===== src/rtl/gcd_pkg.sv =====
`default_nettype none
//============================================================================
// Module   : gcd_pkg
// Brief    : Shared GCD definitions: bus width and initiator state encoding.
// Revision : 1.0
//============================================================================
package gcd_pkg;

    localparam int GCD_WIDTH = 16;

    typedef enum logic [2:0] {
        GI_IDLE  = 3'd0,
        GI_A_REQ = 3'd1,
        GI_A_REL = 3'd2,
        GI_B_REQ = 3'd3,
        GI_B_REL = 3'd4,
        GI_RESP  = 3'd5,
        GI_HALT  = 3'd6
    } gcd_init_state_e;

endpackage
`default_nettype wire


===== src/rtl/gcd_initiator_if.sv =====
`default_nettype none
//============================================================================
// Module   : gcd_initiator_if
// Brief    : Upstream pair, core req/ack and downstream result signals.
// Revision : 1.0
//============================================================================
interface gcd_initiator_if
    import gcd_pkg::*;
#(
    parameter int WIDTH = GCD_WIDTH
);
    logic             in_valid;
    logic             in_ready;
    logic [WIDTH-1:0] in_a;
    logic [WIDTH-1:0] in_b;
    logic             req;
    logic             ack;
    logic [WIDTH-1:0] ab;
    logic [WIDTH-1:0] c;
    logic             out_valid;
    logic             out_ready;
    logic [WIDTH-1:0] out_c;
    logic             out_err;

    modport master (
        input  in_valid, in_a, in_b, ack, c, out_ready,
        output in_ready, req, ab, out_valid, out_c, out_err
    );

    modport slave (
        output in_valid, in_a, in_b, ack, c, out_ready,
        input  in_ready, req, ab, out_valid, out_c, out_err
    );
endinterface
`default_nettype wire


===== src/rtl/gcd_watchdog.sv =====
`default_nettype none
//============================================================================
// Module   : gcd_watchdog
// Brief    : Clearable, enabled counter flagging TIMEOUT cycles of waiting.
// Revision : 1.0
//============================================================================
module gcd_watchdog #(
    parameter int TIMEOUT = 4096
) (
    input  wire logic clk,
    input  wire logic rst_n,
    input  wire logic i_clear,
    input  wire logic i_enable,
    output logic      o_expired
);
    localparam int                 c_cnt_w = $clog2(TIMEOUT);
    localparam logic [c_cnt_w-1:0] c_limit = c_cnt_w'(TIMEOUT - 1);

    logic [c_cnt_w-1:0] r_count;

    // Saturates at the limit so a long stall never wraps back to a safe value.
    always_ff @(posedge clk or negedge rst_n) begin
        if (!rst_n) begin
            r_count <= '0;
        end else if (i_clear) begin
            r_count <= '0;
        end else if (i_enable && (r_count != c_limit)) begin
            r_count <= r_count + 1'b1;
        end
    end

    assign o_expired = i_enable && (r_count == c_limit);

endmodule
`default_nettype wire


===== src/rtl/gcd_initiator.sv =====
`default_nettype none
//============================================================================
// Module   : gcd_initiator
// Brief    : Drives the GCD core's four-phase req/ack with A then B, returns result.
// Revision : 1.0
//============================================================================
module gcd_initiator
    import gcd_pkg::*;
#(
    parameter int WIDTH   = GCD_WIDTH,
    parameter int TIMEOUT = 4096
) (
    input  wire logic       clk,
    input  wire logic       reset_n,
    gcd_initiator_if.master bus
);
    gcd_init_state_e  r_state;
    gcd_init_state_e  w_next_state;
    logic [WIDTH-1:0] r_b;
    logic [WIDTH-1:0] r_ab;
    logic [WIDTH-1:0] r_out_c;
    logic             r_req;
    logic             r_out_valid;
    logic             r_out_err;
    logic             w_accept;
    logic             w_zero_op;
    logic             w_wait;
    logic             w_state_change;
    logic             w_expired;

    assign w_accept       = (r_state == GI_IDLE) && bus.in_valid;
    assign w_zero_op      = (bus.in_a == '0) || (bus.in_b == '0);
    assign w_wait         = r_state inside {GI_A_REQ, GI_A_REL, GI_B_REQ, GI_B_REL};
    assign w_state_change = (w_next_state != r_state);

    gcd_watchdog #(
        .TIMEOUT (TIMEOUT)
    ) u_watchdog (
        .clk       (clk),
        .rst_n     (reset_n),
        .i_clear   (w_state_change),
        .i_enable  (w_wait),
        .o_expired (w_expired)
    );

    // The awaited ack level is tested first so it wins over a same-cycle timeout.
    always_comb begin
        w_next_state = r_state;
        case (r_state)
            GI_IDLE:  if (w_accept) w_next_state = w_zero_op ? GI_RESP : GI_A_REQ;
            GI_A_REQ: if (bus.ack)        w_next_state = GI_A_REL;
                      else if (w_expired) w_next_state = GI_HALT;
            GI_A_REL: if (!bus.ack)       w_next_state = GI_B_REQ;
                      else if (w_expired) w_next_state = GI_HALT;
            GI_B_REQ: if (bus.ack)        w_next_state = GI_B_REL;
                      else if (w_expired) w_next_state = GI_HALT;
            GI_B_REL: if (!bus.ack)       w_next_state = GI_RESP;
                      else if (w_expired) w_next_state = GI_HALT;
            GI_RESP:  if (r_out_valid && bus.out_ready) w_next_state = GI_IDLE;
            GI_HALT:  w_next_state = GI_HALT;
            default:  w_next_state = GI_IDLE;
        endcase
    end

    always_ff @(posedge clk or negedge reset_n) begin
        if (!reset_n) begin
            r_state     <= GI_IDLE;
            r_b         <= '0;
            r_ab        <= '0;
            r_req       <= 1'b0;
            r_out_valid <= 1'b0;
            r_out_c     <= '0;
            r_out_err   <= 1'b0;
        end else begin
            r_state <= w_next_state;
            case (r_state)
                GI_IDLE: begin
                    if (w_accept) begin
                        if (w_zero_op) begin
                            r_out_c     <= '0;
                            r_out_err   <= 1'b1;
                            r_out_valid <= 1'b1;
                        end else begin
                            r_ab  <= bus.in_a;
                            r_b   <= bus.in_b;
                            r_req <= 1'b1;
                        end
                    end
                end
                GI_A_REQ: begin
                    if (bus.ack) r_req <= 1'b0;
                end
                GI_A_REL: begin
                    if (!bus.ack) begin
                        r_ab  <= r_b;
                        r_req <= 1'b1;
                    end
                end
                GI_B_REQ: begin
                    if (bus.ack) begin
                        r_out_c   <= bus.c;
                        r_out_err <= 1'b0;
                        r_req     <= 1'b0;
                    end
                end
                GI_B_REL: begin
                    if (!bus.ack) r_out_valid <= 1'b1;
                end
                GI_RESP, GI_HALT: begin
                    if (r_out_valid && bus.out_ready) r_out_valid <= 1'b0;
                end
                default: ;
            endcase
            // Core state is unknown after a timeout: report once, then stay parked.
            if ((w_next_state == GI_HALT) && (r_state != GI_HALT)) begin
                r_req       <= 1'b0;
                r_out_valid <= 1'b1;
                r_out_c     <= '0;
                r_out_err   <= 1'b1;
            end
        end
    end

    assign bus.in_ready  = (r_state == GI_IDLE);
    assign bus.req       = r_req;
    assign bus.ab        = r_ab;
    assign bus.out_valid = r_out_valid;
    assign bus.out_c     = r_out_c;
    assign bus.out_err   = r_out_err;

endmodule
`default_nettype wire


===== src/flat_wrapper.sv =====
// flat-port wrapper written by rule: the top's interface ports become plain ports
module gcd_initiator_flat import gcd_pkg::*;
#(
    parameter int WIDTH   = GCD_WIDTH,
    parameter int TIMEOUT = 4096
)
  (clk, reset_n, bus_in_valid, bus_in_a, bus_in_b, bus_ack, bus_c, bus_out_ready, bus_in_ready, bus_req, bus_ab, bus_out_valid, bus_out_c, bus_out_err);
  gcd_initiator_if #(.WIDTH(WIDTH)) bus_i ();
  input  wire logic clk;
  input  wire logic reset_n;
  input wire logic [$bits(bus_i.in_valid)-1:0] bus_in_valid;
  input wire logic [$bits(bus_i.in_a)-1:0] bus_in_a;
  input wire logic [$bits(bus_i.in_b)-1:0] bus_in_b;
  input wire logic [$bits(bus_i.ack)-1:0] bus_ack;
  input wire logic [$bits(bus_i.c)-1:0] bus_c;
  input wire logic [$bits(bus_i.out_ready)-1:0] bus_out_ready;
  output wire logic [$bits(bus_i.in_ready)-1:0] bus_in_ready;
  output wire logic [$bits(bus_i.req)-1:0] bus_req;
  output wire logic [$bits(bus_i.ab)-1:0] bus_ab;
  output wire logic [$bits(bus_i.out_valid)-1:0] bus_out_valid;
  output wire logic [$bits(bus_i.out_c)-1:0] bus_out_c;
  output wire logic [$bits(bus_i.out_err)-1:0] bus_out_err;
  assign bus_i.in_valid = bus_in_valid;
  assign bus_i.in_a = bus_in_a;
  assign bus_i.in_b = bus_in_b;
  assign bus_i.ack = bus_ack;
  assign bus_i.c = bus_c;
  assign bus_i.out_ready = bus_out_ready;
  assign bus_in_ready = bus_i.in_ready;
  assign bus_req = bus_i.req;
  assign bus_ab = bus_i.ab;
  assign bus_out_valid = bus_i.out_valid;
  assign bus_out_c = bus_i.out_c;
  assign bus_out_err = bus_i.out_err;
  gcd_initiator #(.WIDTH(WIDTH), .TIMEOUT(TIMEOUT)) u_core (.clk(clk), .reset_n(reset_n), .bus(bus_i));
endmodule

===== config.mk =====
export PLATFORM = sky130hd
export DESIGN_NAME = gcd_initiator_flat
export DESIGN_NICKNAME = d
export VERILOG_FILES = /design/src/rtl/gcd_pkg.sv /design/src/rtl/gcd_initiator_if.sv /design/src/rtl/gcd_watchdog.sv /design/src/rtl/gcd_initiator.sv /design/src/flat_wrapper.sv
export SDC_FILE = /design/constraint.sdc
export NUM_CORES = 1
export LEC_CHECK = 0
export CORE_MARGIN = 2
export CORE_UTILIZATION = 51
export DETAILED_ROUTE_END_ITERATION = 16
export GPL_TIMING_DRIVEN = 0
export PLACE_DENSITY = 0.85
export SETUP_SLACK_MARGIN = 0.15
export SLEW_MARGIN = 5
export SYNTH_ARGS = -nofsm -noshare
export SYNTH_HDL_FRONTEND = slang
export SYNTH_SLANG_ARGS = --single-unit

===== constraint.sdc =====
create_clock -name clk -period 3.3 [get_ports clk]
set_input_delay 0.66 -clock clk [delete_from_list [all_inputs] [get_ports clk]]
set_output_delay 0.66 -clock clk [all_outputs]
set_load 0.005 [all_outputs]

==> results.sh, run 1 <==
export IMPL_ys_top_cells_by_area="dfrtp_1, mux2i_1, mux2_2"
export IMPL_intPower_uw=2410
export IMPL_port_buffers=87
export IMPL_clk_path_buf_depth=2
export IMPL_ys_seq_area_share_pct=52.5
export IMPL_ctsHoldBuffers=0
export IMPL_worst_setup_path_type="input pin to flop"
export IMPL_die_width_um=82.6
export IMPL_grt_remaining_overflow=0
export IMPL_ioPinCount=89
export IMPL_cts_root_buffer="clkbuf_8"
export IMPL_synth_top_cell_by_area="dfrtp_1"
export IMPL_syn_nets=346
export IMPL_ys_ff_latch=66
export IMPL_synthArstFlopShare_pct=100
export IMPL_dieArea_um2=6810
export IMPL_maxCapViolCount=0
export IMPL_netlist_area_um2=3150
export IMPL_peakVddDrop_mv=0.465
export IMPL_dieHeight_um=82.6
export IMPL_route_vias_total=2691
export IMPL_place_gp_congestion=0.862
export IMPL_status="finished, final reports clean"
export IMPL_top_layer="met4"
export IMPL_clk_pin_slew_ns=0.07
export IMPL_power_uw=3740
export IMPL_avgSynthCellArea_um2=10.8
export IMPL_htree_levels=3
export IMPL_final_antenna_net_count=0
export IMPL_final_cell_mix="clkdlybuf4s50_1, dfrtp_1, nor2_1, a21oi_1, mux2i_1"
export IMPL_grtUsageTotal_pct=24.8
export IMPL_grt_pass1_wl_um=12600
export IMPL_cp_max_fo=10
export IMPL_pwr_share_clk_pct=16.0
export IMPL_drive_gt1_share_pct=11.4
export IMPL_area_growth_pct=36.0
export IMPL_layout_commonest_cell="clkdlybuf4s50_1"
export IMPL_start_util_pct=52.8
export IMPL_dr_wl_met3_um=423
export IMPL_post_cts_resized=0
export IMPL_cts_buffers=9
export IMPL_setup_viol=0
export IMPL_tightest_slew_ns=0.823
export IMPL_synth_cells=292
export IMPL_finalCriticalPeriod_ns=2.84
export IMPL_antenna_cells=0
export IMPL_r2r_start="u_core.u_watchdog.r_count[6]"
export IMPL_initialDrtViolationCount=170
export IMPL_routed_wl_met2_um=4060
export IMPL_timing_fmax_mhz=352
export IMPL_grt_setup_unrepaired="false"
export IMPL_cts_setup_buffers=0
export IMPL_seqPwrFrac_pct=36.5
export IMPL_grt_max_degree=67
export IMPL_timing_final_crit_share_pct=86.2
export IMPL_endpoint_kind="flop"
export IMPL_slew_headroom_pct=45.2
export IMPL_synth_edff_count=0
export IMPL_dp_slack_ns=0.0768
export IMPL_cts_tree="yes"
export IMPL_worstPathArrival_ns=3.07
export IMPL_required_ns=3.53
export IMPL_clock_latency_ns=0.34
export IMPL_ys_types=45
export IMPL_switching_share_pct=35.7
export IMPL_drc_errors=0
export IMPL_place_hpwl_um=5710
export IMPL_core_area_um2=5960
export IMPL_via_per_inst=5.74
export IMPL_leakagePower_uw=0.00178
export IMPL_r2r_cells=7
export IMPL_cts_sinks=66
export IMPL_wire_per_inst_um=16.9
export IMPL_setup_tns_ns=0
export IMPL_power_switching_uw=1330
export IMPL_hold_class="input pin to async pin"
export IMPL_drv_slew=0
export IMPL_fp_row_count=28
export IMPL_critPathLaunchType="input pin"
export IMPL_wl_met1_um=3270
export IMPL_reg2reg_slack_ns=0.81
export IMPL_synth_ff_type="dfrtp_1"
export IMPL_antenna_found_initial=0
export IMPL_postLayoutCoreUtil_pct=71.8
export IMPL_pwr_share_comb_pct=47.4
export IMPL_p_per_area_nw_per_um2=874
export IMPL_fin_nets=444
export IMPL_postLayoutSetupSlackWorst_ns=0.456
export IMPL_synth_top_area_share_pct=52.5
export IMPL_r2r_end="u_core.bus.out_c[9]"
export IMPL_grt_pass1_vias=2687
export IMPL_drt_total_wl_um=7940
export IMPL_yosys_warnings=0
export IMPL_drtPass1Iterations=5
export IMPL_skew_ns=0.00543
export IMPL_finalHoldViolCount=0
==> stage by stage <==
stage               area (um^2)  hold slack, ns  std cells
detailed placement         4110           0.482        454
floorplan                  3150           0.364        292
global placement           4110           0.483        454
finish                     4280           0.405        469
CTS                        4280           0.432        469
global route               4280           0.474        469
==> registers in the layout, summed over array words and instances, names as in the netlist <==
register                   flops
u_core.r_b                    16
u_core.bus.ab                 16
u_core.bus.req                 1
u_core.bus.out_err             1
u_core.bus.out_c              16
u_core.r_state                 3
u_core.u_watchdog.r_count     12
u_core.bus.out_valid           1
==> cells by family (layout without fill, tap and decap cells) <==
family	after synthesis	after routing	share of synthesized area [%]
buffers and inverters	21	123	2.94
AOI/OAI and AO/OA	66	66	15.1
xor gates and xnor gates	10	10	2.78
DFF	66	66	52.5
adders and majority gates	1	1	0.398
and+or+nand+nor	94	94	14.9
muxes	34	34	11.5
==> metal layers <==
metal  up-vias  global-route usage [%]
li1       1251                       -
met5         -                       0
met1      1331                    30.4
met4         0                    10.5
met2        93                    42.0
met3        16                    5.43
==> power by group through the flow <==
stage	clock, uW	combinational (uW)	sequential [uW]
4_1_cts	610	1780	1360
3_5_place_dp	0	1760	1370
3_3_place_gp	0	1710	1350
6_report	600	1770	1370
2_1_floorplan	0	994	1350
5_1_grt	645	1940	1400
==> layout make-up <==
type	instances	area, um^2
timing repair buffer	87	868
fill	456	1680
tap	75	93.8
sequential	66	1650
clock inverter	3	15.0
multi-input combinational	205	1400
buffer	16	73.8
inverter	5	18.8
clock buffer	12	155
==> Yosys cell counts, drive strengths merged (10+ instances only) <==
master / n
nor4: 10
a21oi: 21
clkbuf: 10
mux2i: 18
o21ai: 11
mux2: 16
nand2: 16
a22o: 16
nor2: 38
dfrtp: 66
==> how the worst max path moves through the flow <==
stage | start | endpoint | slack (ns) | cells after the start
2_1_floorplan | bus_ack | u_core.bus.out_c[6] | 1.0 | 8
3_3_place_gp | reset_n | u_core.r_b[14] | -0.60 | 1
3_5_place_dp | bus_in_b[9] | u_core.r_b[10] | 0.08 | 7
4_1_cts | bus_in_b[9] | u_core.r_b[10] | 0.45 | 7
5_1_grt | bus_in_b[9] | u_core.r_b[14] | 0.36 | 7
6_report | bus_in_b[8] | u_core.r_b[9] | 0.46 | 7
==> critical path, stage by stage <==
cell	delay, ns
clkdlybuf4s50_1	0.44
nor4_1	0.41
nand4_1	0.27
and2_1	0.29
nand3_1	0.30
buf_2	0.33
mux2_2	0.37
No activity file was read; power rests on OpenSTA's default activity.
==> run 2, diff against run 1 <==
--- a/config.mk
+++ b/config.mk
@@ -6,7 +6,7 @@
 export NUM_CORES = 1
 export LEC_CHECK = 0
 export CORE_MARGIN = 2
-export CORE_UTILIZATION = 51
+export CORE_UTILIZATION = 52
 export DETAILED_ROUTE_END_ITERATION = 16
 export GPL_TIMING_DRIVEN = 0
 export PLACE_DENSITY = 0.85
@@ -14,4 +14,5 @@
 export SLEW_MARGIN = 5
 export SYNTH_ARGS = -nofsm -noshare
 export SYNTH_HDL_FRONTEND = slang
+export SYNTH_HIERARCHICAL = 1
 export SYNTH_SLANG_ARGS = --single-unit
==> run 2 against run 1 <==
Compared with the run above: combinational power grew 6%; largest cell class is now multi-input gates; sequential share of layout area shrank 3.1 points; sequential cell count is the same; total power grew 6.7%; synthesized area grew 8.6%; sequential power is essentially flat.
==> results.sh, run 2 <==
export IMPL_postLayoutCoreUtil_pct=73.3
export IMPL_critPathLaunchType="flop"
export IMPL_fp_row_count=29
export IMPL_finalHoldViolCount=0
export IMPL_peakVddDrop_mv=0.635
export IMPL_netlist_area_um2=3420
export IMPL_cp_max_fo=10
export IMPL_postLayoutSetupSlackWorst_ns=0.353
export IMPL_route_vias_total=2666
export IMPL_path_cells="buf_6, clkbuf_2, xnor2_2, nand4_1, nor3_4, inv_1, o21ai_0, o2bb2ai_1, a31oi_1, o22ai_2, clkbuf_8, nor2_1, mux2_2"
export IMPL_ys_seq_area_share_pct=48.3
export IMPL_ys_top_cells_by_area="dfrtp_1, mux2_2, a22o_1"
export IMPL_ioPinCount=89
export IMPL_required_ns=3.53
export IMPL_fin_nets=429
export IMPL_cts_sinks=66
export IMPL_drt_total_wl_um=8190
export IMPL_drc_errors=0
export IMPL_wire_per_inst_um=17.9
export IMPL_synth_cells=275
export IMPL_grt_max_degree=67
export IMPL_area_growth_pct=36.3
export IMPL_dieHeight_um=85.1
export IMPL_synth_edff_count=0
export IMPL_place_hpwl_um=5580
export IMPL_ys_types=57
export IMPL_grt_remaining_overflow=0
export IMPL_grt_pass1_vias=2774
export IMPL_cts_buffers=9
export IMPL_synth_top_area_share_pct=48.3
export IMPL_core_area_um2=6350
export IMPL_antenna_cells=0
export IMPL_clk_path_buf_depth=2
export IMPL_avgSynthCellArea_um2=12.4
export IMPL_hold_slack_ns=0.411
export IMPL_slowest_delay_ns=0.42
export IMPL_yosys_warnings=6
export IMPL_synth_most_common_cell="dfrtp_1"
export IMPL_place_gp_congestion=0.863
export IMPL_slowest_stage="dfrtp_1"
export IMPL_tightest_slew_ns=0.836
export IMPL_drv_slew=0
export IMPL_initialDrtViolationCount=212
export IMPL_synth_ff_type="dfrtp_1"
export IMPL_dp_slack_ns=-0.432
export IMPL_maxCapViolCount=0
export IMPL_p_per_area_nw_per_um2=857
export IMPL_synth_top_cells_by_count="dfrtp_1, mux2_2, a22o_1, nor2_1"
export IMPL_endpoint_kind="flop"
export IMPL_design_area_um2=4660
export IMPL_antenna_found_initial=0
export IMPL_final_cell_mix="clkdlybuf4s50_1, dfrtp_1, mux2_2, a22o_1, nor2_1"
export IMPL_grt_pass1_wl_um=13800
export IMPL_start_util_pct=53.8
export IMPL_finalCriticalPeriod_ns=2.95
export IMPL_worst_setup_path_type="flop to flop"
export IMPL_via_per_inst=5.83
export IMPL_synth_top_cell_by_area="dfrtp_1"
export IMPL_layout_commonest_cell="clkdlybuf4s50_1"
export IMPL_timing_fmax_mhz=339
export IMPL_clock_latency_ns=0.35
export IMPL_slew_headroom_pct=44.3
export IMPL_dieArea_um2=7240
export IMPL_status="finished, final reports clean"
export IMPL_worstPathArrival_ns=3.18
export IMPL_timing_final_crit_share_pct=89.3
export IMPL_grt_setup_unrepaired="false"
export IMPL_power_uw=3990
export IMPL_synthArstFlopShare_pct=100
export IMPL_drive_gt1_share_pct=28.2
export IMPL_hold_class="input pin to async pin"
export IMPL_ctsHoldBuffers=0
export IMPL_cts_root_buffer="clkbuf_8"
export IMPL_fillCellCount=416
export IMPL_skew_ns=0.0106
export IMPL_port_buffers=86
export IMPL_leakagePower_uw=0.00197
export IMPL_final_antenna_net_count=0
export IMPL_grtUsageTotal_pct=24.1
export IMPL_ys_ff_latch=66
export IMPL_drtPass1Iterations=4
export IMPL_die_width_um=85.1
export IMPL_cts_tree="yes"
export IMPL_setup_viol=0
export IMPL_clk_pin_slew_ns=0.07
export IMPL_htree_levels=3
export IMPL_post_dp_cell_area_um2=4370
export IMPL_syn_nets=329
## run 2: worst paths after layout
path | from | end | slack (ns) | depth (start not counted)
hold reg to reg | u_core/bus.out_c[8] | u_core/bus.out_c[8] | 0.50 | 1
setup reg to reg | u_core/r_state[2] | u_core/u_watchdog/r_count[5] | 0.35 | 13
setup / recovery | u_core/r_state[2] | u_core/u_watchdog/r_count[5] | 0.35 | 13
max in group asynchronous | reset_n | u_core/bus.out_valid | 2.34 | 1
min in group clk | u_core/bus.out_c[8] | u_core/bus.out_c[8] | 0.50 | 1
hold / removal | reset_n | u_core/bus.ab[5] | 0.41 | 1
## run 2: cell type report
type                            instances  area (um^2)  share of cell area, %
Timing Repair Buffer                   89          881                   18.9
Inverter                                2         7.51                  0.161
Clock inverter                          6         90.1                   1.93
Sequential cell                        66         1650                   35.5
Buffer                                 16          128                   2.74
Tap cell                               77         96.3                   2.07
Multi-Input combinational cell        191         1660                   35.7
Clock buffer                           10          138                   2.96
## run 2: per-stage QoR
step / instances / setup TNS [ns]
after floorplan: 275 / 0
after global placement: 438 / -41.82
after detailed placement: 438 / -2.43
after CTS: 455 / 0
after global routing: 457 / 0
final: 457 / 0
## run 2: worst max-delay path, delay by kind of cell, from the launching register on
kind,cells,cell delay (ns)
buf+inv,4,0.70
compound gates,4,0.60
flops,1,0.42
mux,1,0.25
simple gates,3,0.54
xor+xnor,1,0.31
## run 2: cell families (layout without fill, tap and decap cells)
kind of cell	Yosys count	in the layout	share of synthesized area (%)
compound gates	59	59	13.4
mux	52	52	18.1
flops	66	66	48.3
xor+xnor	4	4	1.03
buf+inv	18	123	3.92
fa+ha+maj	1	1	0.366
simple gates	75	75	14.9
## run 2: layer usage
layer  up-vias  global-route usage [%]  wire length [um]
li1       1238                       -                 -
met1      1330                    32.2              3540
met2        88                    38.4              4060
met3        10                    6.81               473
met4         0                    7.07               111
met5         -                       0                 0
## run 2: repair_timing
action	CTS	global route
setup buffers	1	2
hold endpoints to repair	0	0
pin swaps	1	1
endpoints found under the setup margin	12	2
gates resized for setup	6	1
## run 2: power by group
group	leakage [uW]	switching, uW	internal [uW]	total [uW]
Clock	0.000112	326	447	773
Sequential	0.000821	198	1150	1350
Combinational	0.00104	755	1120	1870
